**config.mk**
```make
export PLATFORM = sky130hd
export DESIGN_NAME = sw_sweep_ctrl
export DESIGN_NICKNAME = d
export VERILOG_FILES = /design/src/rtl/sw_sweep_ctrl.sv
export SDC_FILE = /design/constraint.sdc
export NUM_CORES = 1
export LEC_CHECK = 0
export CAP_MARGIN = 20
export CORE_ASPECT_RATIO = 0.7
export CORE_MARGIN = 2
export CORE_UTILIZATION = 50
export DETAILED_ROUTE_END_ITERATION = 7
export PLACE_DENSITY = 0.69
export REMOVE_ABC_BUFFERS = 1
export SLEW_MARGIN = 20
export SYNTH_ARGS = -nofsm -noshare
export SYNTH_HDL_FRONTEND = slang
export SYNTH_SLANG_ARGS = --single-unit
```
**constraint.sdc**
```tcl
create_clock -name clk -period 8.55 [get_ports clk]
set_input_delay 1.71 -clock clk [delete_from_list [all_inputs] [get_ports clk]]
set_output_delay 1.71 -clock clk [all_outputs]
set_load 0.01 [all_outputs]
```
**src/rtl/sw_sweep_ctrl.sv**
```systemverilog
// Sweeps the 4-bit switch code of the lab 4 unit through 0..15. Each code is
// settled, captured into a 16-entry log and compared with the expected masks.
module sw_sweep_ctrl #(
  parameter int unsigned TICK_DIV = 50_000_000,
  parameter int unsigned SETTLE   = 2,
  parameter logic [15:0] EXP_LED0 = 16'h0000,
  parameter logic [15:0] EXP_LED1 = 16'h0000,
  parameter logic [15:0] EXP_SEGA = 16'h0000
) (
  input  logic       clk,
  input  logic       rst,
  input  logic       start,
  input  logic       abort,
  input  logic       mode,
  input  logic       step_btn,
  input  logic       dut_led0,
  input  logic       dut_led1,
  input  logic       dut_seg_a,
  output logic [3:0] sw_out,
  output logic       busy,
  output logic       done,
  output logic       pass,
  output logic [4:0] err_cnt,
  input  logic [3:0] rd_addr,
  output logic [2:0] rd_data
);

  typedef enum logic [2:0] {S_IDLE, S_SETTLE, S_CAPTURE, S_WAIT, S_DONE} state_t;

  localparam int SW = (SETTLE < 2) ? 1 : $clog2(SETTLE + 1);
  localparam int PW = (TICK_DIV < 2) ? 1 : $clog2(TICK_DIV);
  localparam logic [SW-1:0] SETTLE_LD = SW'(SETTLE);
  localparam logic [PW-1:0] PRESC_MAX = PW'(TICK_DIV - 1);

  state_t           state;
  logic [3:0]       code;
  logic [SW-1:0]    settle_cnt;
  logic [PW-1:0]    presc;
  logic             prev_btn;
  logic [15:0][2:0] log_q;

  logic [2:0] cap, exp_bits;
  logic       mism, btn_rise, step_go;

  assign cap      = {dut_seg_a, dut_led1, dut_led0};
  assign exp_bits = {EXP_SEGA[code], EXP_LED1[code], EXP_LED0[code]};
  assign mism     = (cap != exp_bits);
  assign btn_rise = step_btn & ~prev_btn;
  // prescaler saturates, so switching manual->auto late in a dwell steps at once
  assign step_go  = mode ? btn_rise : (presc == PRESC_MAX);
  assign rd_data  = log_q[rd_addr];

  always_ff @(posedge clk or posedge rst) begin
    if (rst) begin
      state      <= S_IDLE;
      code       <= '0;
      settle_cnt <= '0;
      presc      <= '0;
      prev_btn   <= 1'b0;
      log_q      <= '0;
      sw_out     <= '0;
      busy       <= 1'b0;
      done       <= 1'b0;
      pass       <= 1'b0;
      err_cnt    <= '0;
    end else begin
      prev_btn <= step_btn;
      if (abort) begin
        state  <= S_IDLE;
        sw_out <= '0;
        busy   <= 1'b0;
        done   <= 1'b0;
        pass   <= 1'b0;
      end else begin
        case (state)
          S_IDLE, S_DONE: begin
            if (start) begin
              state      <= S_SETTLE;
              code       <= '0;
              sw_out     <= '0;
              err_cnt    <= '0;
              settle_cnt <= SETTLE_LD;
              busy       <= 1'b1;
              done       <= 1'b0;
              pass       <= 1'b0;
            end
          end
          S_SETTLE: begin
            if (settle_cnt == SW'(1)) state <= S_CAPTURE;
            else settle_cnt <= settle_cnt - SW'(1);
          end
          S_CAPTURE: begin
            log_q[code] <= cap;
            if (mism) err_cnt <= err_cnt + 5'd1;
            presc <= '0;
            if (code == 4'd15) begin
              state <= S_DONE;
              busy  <= 1'b0;
              done  <= 1'b1;
              pass  <= (err_cnt == 5'd0) && !mism;
            end else begin
              state <= S_WAIT;
            end
          end
          S_WAIT: begin
            if (presc != PRESC_MAX) presc <= presc + PW'(1);
            if (step_go) begin
              code       <= code + 4'd1;
              sw_out     <= code + 4'd1;
              settle_cnt <= SETTLE_LD;
              state      <= S_SETTLE;
            end
          end
          default: state <= S_IDLE;
        endcase
      end
    end
  end

endmodule

```
## Word-level counts from Yosys, hierarchy flattened

Memory sizes are Yosys's and may differ from the RTL's.
Cells that the tools add are included.

- Output and inout port bits: 15
- Memory bits (read-only): 16
- Register bits: 96
- Memories: 1
- Input port bits: 13
- Logic and storage cells: 112

- Mux-type cells: 37
- Add/subtract/negate cells: 4
- $lt $le $gt $ge: 3
- Bitwise logic cells: 3
- Reductions and logical operators: 20
- Eq/ne operators: 18

Memories:

| name | depth | bits a word | rd ports | clocked after memory_dff | write ports | RTL line | RTL |
|---|---|---|---|---|---|---|---|
| (name not given) | 16 | 1 | 1 | 0 | 0 | 46 | `assign exp_bits = {EXP_SEGA[code], EXP_LED1[code], EXP_LED0[code]};` |

Operator list:

| kind | count |
|---|---|
| one-hot mux 26 bit (2 select lines) | 1 |
| bitwise mux 48 bit | 1 |
| adder 26 x 1 -> 26 bit, second input constant | 1 |
| equality test 26 bit, second input constant | 1 |
| two-way mux 26 bit | 1 |
| != test 26 bit, second input constant | 1 |
| two-way mux 3 bit | 7 |
| binary-select mux 3 bit (select 4 bit) | 1 |
| demux 3 bit (select 4 bit) | 1 |
| two-way mux 4 bit | 3 |
| != test 3 bit, second input constant | 4 |
| one-hot mux 3 bit (4 select lines) | 1 |
| AND reduction 3 bit | 4 |
| less-than comparator 4 x 5 -> 1 bit, second input constant | 2 |
| two-way mux 1 bit | 10 |
| two-way mux 5 bit | 2 |
| != test 2 bit, second input constant | 5 |
| one-hot mux 5 bit (2 select lines) | 1 |
| nonzero test 3 bit | 3 |
| one-hot mux 4 bit (2 select lines) | 1 |
| AND reduction 4 bit | 2 |
| equality test 3 x 2 -> 1 bit, second input constant | 2 |
| two-way mux 2 bit | 3 |
| one-hot mux 1 bit (2 select lines) | 3 |
| 20 further kinds | 24 |

## Depth between registers and ports, before layout

- Depth after elaboration: 8
- Gate-level depth with buffers: 7
- Mapped depth without buffers: 7

## Least setup slack after synthesis

No wires, ideal clock.

- Path type: input to output
- From: in rd_addr[0]
- To: out rd_data[0]
- Path slack: 3.834 ns
- Cell stages on the path: 3
- Data arrival time: 3.006 ns
- Data required time: 6.840 ns
- Buffers on the path: 1
- Cell sequence: buf_2 > mux4_2 > mux4_2

- Longest elaborated chain between the ends: 2

Ends and longest elaborated chain:

| element | RTL line | RTL |
|---|---|---|
| start, declared | 24 | `input logic [3:0] rd_addr,` |
| binary-select mux 3 bit (select 4 bit) | 51 | `assign rd_data = log_q[rd_addr];` |
| two-way mux 3 bit (implied by the code) | 51 |  |
| end, declared | 25 | `output logic [2:0] rd_data` |

Every way passes these cells. The select of a mux whose other input is x is not followed.

## Final worst setup path

- From: in rd_addr[0]
- To: out rd_data[1]

Same word-level chain as after synthesis.

==> metrics.md <==
| Metric | Value |
|---|---|
| Outcome | `finished, final reports clean` |
| CP required | `6840 ps` |
| Synth warnings | `0` |
| First-pass DRT Iterations | `5` |
| Gp weighted congestion | `0.8208` |
| TritonCTS clock tree | `yes` |
| Tot GR Track Use | `23.75%` |
| DP HPWL | `8436 µm` |
| Ports | `28` |
| CP Capture Type | `output pin` |
| Final Util | `58.31%` |
| Grt ovf | `0` |
| Crit path largest cell delay | `950 ps` |
| Die Y | `87.18 µm` |
| Post-synth cell types | `56` |
| TritonCTS Buffers | `9` |
| Final nets | `479` |
| Clk sinks | `96` |
| Max-slew headroom at the worst pin | `33.26%` |
| Initial antenna violation count | `0` |
| Sw frac | `26.67%` |
| CP arrival | `4230 ps` |
| Max Freq | `168.4 MHz` |
| Slowest stage cell, crit path | `clkdlybuf4s50_1` |
| Fraction of power consumed by sequential logic | `49.6%` |
| Net Switching | `263.1 µW` |
| P_int | `723.6 µW` |
| CTS max path bufs | `2` |
| Clock period minus worst slack | `5940 ps` |
| DRC | `0` |
| Number of synthesized flops with an enable pin | `0` |
| Starting DRT DRC Count | `320` |
| Final Skew | `10.60 ps` |
| Synth top area cells | `dfrtp_1 49%, mux2_2 11%, mux4_2 6.8%, nor2_1 3.1%, nand3_1 2.9%` |
| Mapped Area | `0.004942 mm²` |
| # rows | `30` |
| Diodes inserted | `0` |
| Area Growth Syn to Fin | `13.82%` |
| Die ar. | `0.01071 mm²` |
| CP startpoint kind | `primary input` |
| First-pass GRT wire length | `19000 µm` |
| Max_cap viols | `0` |
| Register area share after synthesis | `48.61%` |
| VDD IR max | `0.09968 mV` |
| Post-synth top area share | `48.61%` |
| Pwr Density | `175.4 mW/mm²` |
| Logic pwr share | `11.0%` |
| Clock power frac | `39.4%` |
| PostCTS Resize Cnt | `0` |
| Root Driver | `clkbuf_16` |
| Leakage Power | `0.002545 µW` |
| Core box area | `0.009647 mm²` |
| Final worst path period share | `69.47%` |
| Critical Path, Cell by Cell | `clkdlybuf4s50_1 -> mux4_2 -> mux4_2 -> clkdlybuf4s50_1` |
| Reg clk slew, reported paths | `70 ps` |
| HP Class | `reg2reg` |
| RSZ-0062 raised after global routing | `no` |
| Fin. Hold Viols | `0` |
| Gate Count Post-Synth | `435` |
| Setup TNS | `0 ps` |
| Layout cells sized above 1 | `21.60%` |
| Largest net degree at the start of global routing | `72` |
| Htree depth | `3` |
| Post-CTS Setup Repair Bufs | `0` |
| Skew-Pair Late Insertion Delay | `350 ps` |
| Cts hold-fix bufs | `0` |
| DIE WIDTH | `122.8 µm` |
| Avg WL per Cell | `19.51 µm` |
| Initial Util | `51.23%` |
| Final setup viols | `0` |
| DR vias/cell | `6.020` |
| Final WL | `11530 µm` |
| PortBufs | `27` |
| Largest fanout on the critical path | `12` |
| Vias | `3558` |
| Synthesized area per cell | `11.36 µm²` |
| Worst-Margin Slew | `993.5 ps` |
| Synthesized flop and latch total | `96` |
| CP Class | `in2out` |
| Final ANT Viol Nets | `0` |
| Largest area contributor in the netlist | `dfrtp_1` |
| Vias in the first global route | `3460` |
| Max Slew Vio Count | `0` |
| Top FF cell, synth | `dfrtp_1` |
| Async set-reset flop share out of synthesis | `100.0%` |
[logic make-up (layout without fill, tap and decap cells)]
| family | count (synthesis) | in the layout | synth area share, % |
|---|---|---|---|
| DFF | 96 | 96 | 48.61 |
| xor gates and xnor gates | 19 | 19 | 3.367 |
| AOI/OAI and AO/OA | 48 | 48 | 6.684 |
| adders and majority gates | 8 | 8 | 2.025 |
| buffers and inverters | 35 | 63 | 2.836 |
| muxes | 67 | 67 | 18.63 |
| and+or+nand+nor | 162 | 162 | 17.85 |
[layout make-up]
| class | count | area [µm²] |
|---|---|---|
| Clock inverter | 7 | 62.56 |
| Sequential cell | 96 | 2402 |
| Fill cell | 764 | 4021 |
| Timing Repair Buffer | 31 | 300.3 |
| Tap cell | 128 | 160.2 |
| Clock buffer | 9 | 225.2 |
| Multi-Input combinational cell | 304 | 2414 |
| Inverter | 16 | 61.31 |
[worst paths after layout]
kind	start	to	slack [ps]	cells after the start
worst max-delay path	rd_addr[0]	rd_data[1]	2610	4
worst min-delay path	settle_cnt[0]	settle_cnt[0]	490	1
worst max register to register	presc[0]	code[1]	6030	6
worst min register to register	settle_cnt[0]	settle_cnt[0]	490	1
max in group asynchronous	rst	log_q[23]	5650	3
min in group asynchronous	rst	presc[5]	1680	2
[metrics by stage]
| step | std cells | worst slack [ps] | hold slack [ps] | power [µW] | area, µm² |
|---|---|---|---|---|---|
| after detailed placement | 575 | 2555 | 474.3 | 606.1 | 5326 |
| after global routing | 591 | 2435 | 513.8 | 1026 | 5625 |
| after global placement | 575 | 2604 | 458.6 | 601.1 | 5326 |
| after floorplan | 416 | 4166 | 446.1 | 559.8 | 4862 |
| after CTS | 591 | 2552 | 494.1 | 992.7 | 5614 |
| final | 591 | 2610 | 488.1 | 986.7 | 5625 |
[power groups by stage]
stage               combinational (µW)  clock [µW]  sequential (µW)
floorplan                         67.9           0              492
global placement                   104           0              497
detailed placement                 108           0              498
CTS                                109         395              489
global route                       120         414              492
finish                             108         389              489
[worst max-delay path: cells and delay by family]
kind / cells / cell delay [ps]
buffers and inverters: 2 / 1440
multiplexers: 2 / 1080
[registers in the layout, indices dropped and copies added (netlist names)]
signal	count
busy	1
code	4
done	1
err_cnt	5
log_q	48
pass	1
presc	26
prev_btn	1
settle_cnt	2
state	3
sw_out	4
[layout by cell type, fill, tap and decap left out, drive strengths merged, types with 2 or more instances in the layout]
cell type / synthesis / final
nand4: 17 / 17
o31ai: 3 / 3
inv: 16 / 19
mux2: 50 / 50
o22ai: 6 / 6
nor2b: 3 / 3
nand2b: 3 / 3
o21ai: 9 / 9
nand2: 26 / 26
nor4: 8 / 8
a21oi: 4 / 4
or4: 2 / 2
xor2: 16 / 16
nand3: 30 / 30
nor3: 8 / 8
and3: 4 / 4
ha: 8 / 8
clkdlybuf4s50: 0 / 27
o211ai: 4 / 4
a21o: 5 / 5
mux2i: 2 / 2
xnor2: 3 / 3
nor3b: 2 / 2
o21a: 2 / 2
and2: 4 / 4
or3: 3 / 3
and4: 4 / 4
clkinv: 0 / 3
nor2: 41 / 41
buf: 6 / 4
nor4bb: 2 / 2
mux4: 15 / 15
a31oi: 8 / 8
dfrtp: 96 / 96
clkbuf: 13 / 9
[metal layers]
metal / wire length, µm / GRT usage (%)
met2: 4763 / 30.94
met4: 115 / 6.270
met5: 0 / 0
met3: 696 / 5.694
met1: 5954 / 38.87
[synthesized netlist by cell type (2+ instances only)]
master    instances
and3_1            3
and2_1            3
a21oi_1           4
nor4_1            8
nand4_1          16
nand2_1          26
buf_2             4
o211ai_1          4
mux2_2           50
xor2_1           16
clkbuf_1         13
o21ai_0           8
xnor2_1           3
mux4_2           15
nor4bb_1          2
o31ai_1           3
a21o_1            5
nand2b_1          3
nor2b_1           3
and4_1            4
a31oi_1           8
ha_1              8
nor2_1           41
dfrtp_1          96
nor3_1            6
mux2i_1           2
inv_1            16
nand3_1          29
o21a_1            2
or3_1             3
o22ai_1           6
No activity file was read; power rests on OpenSTA's default activity.
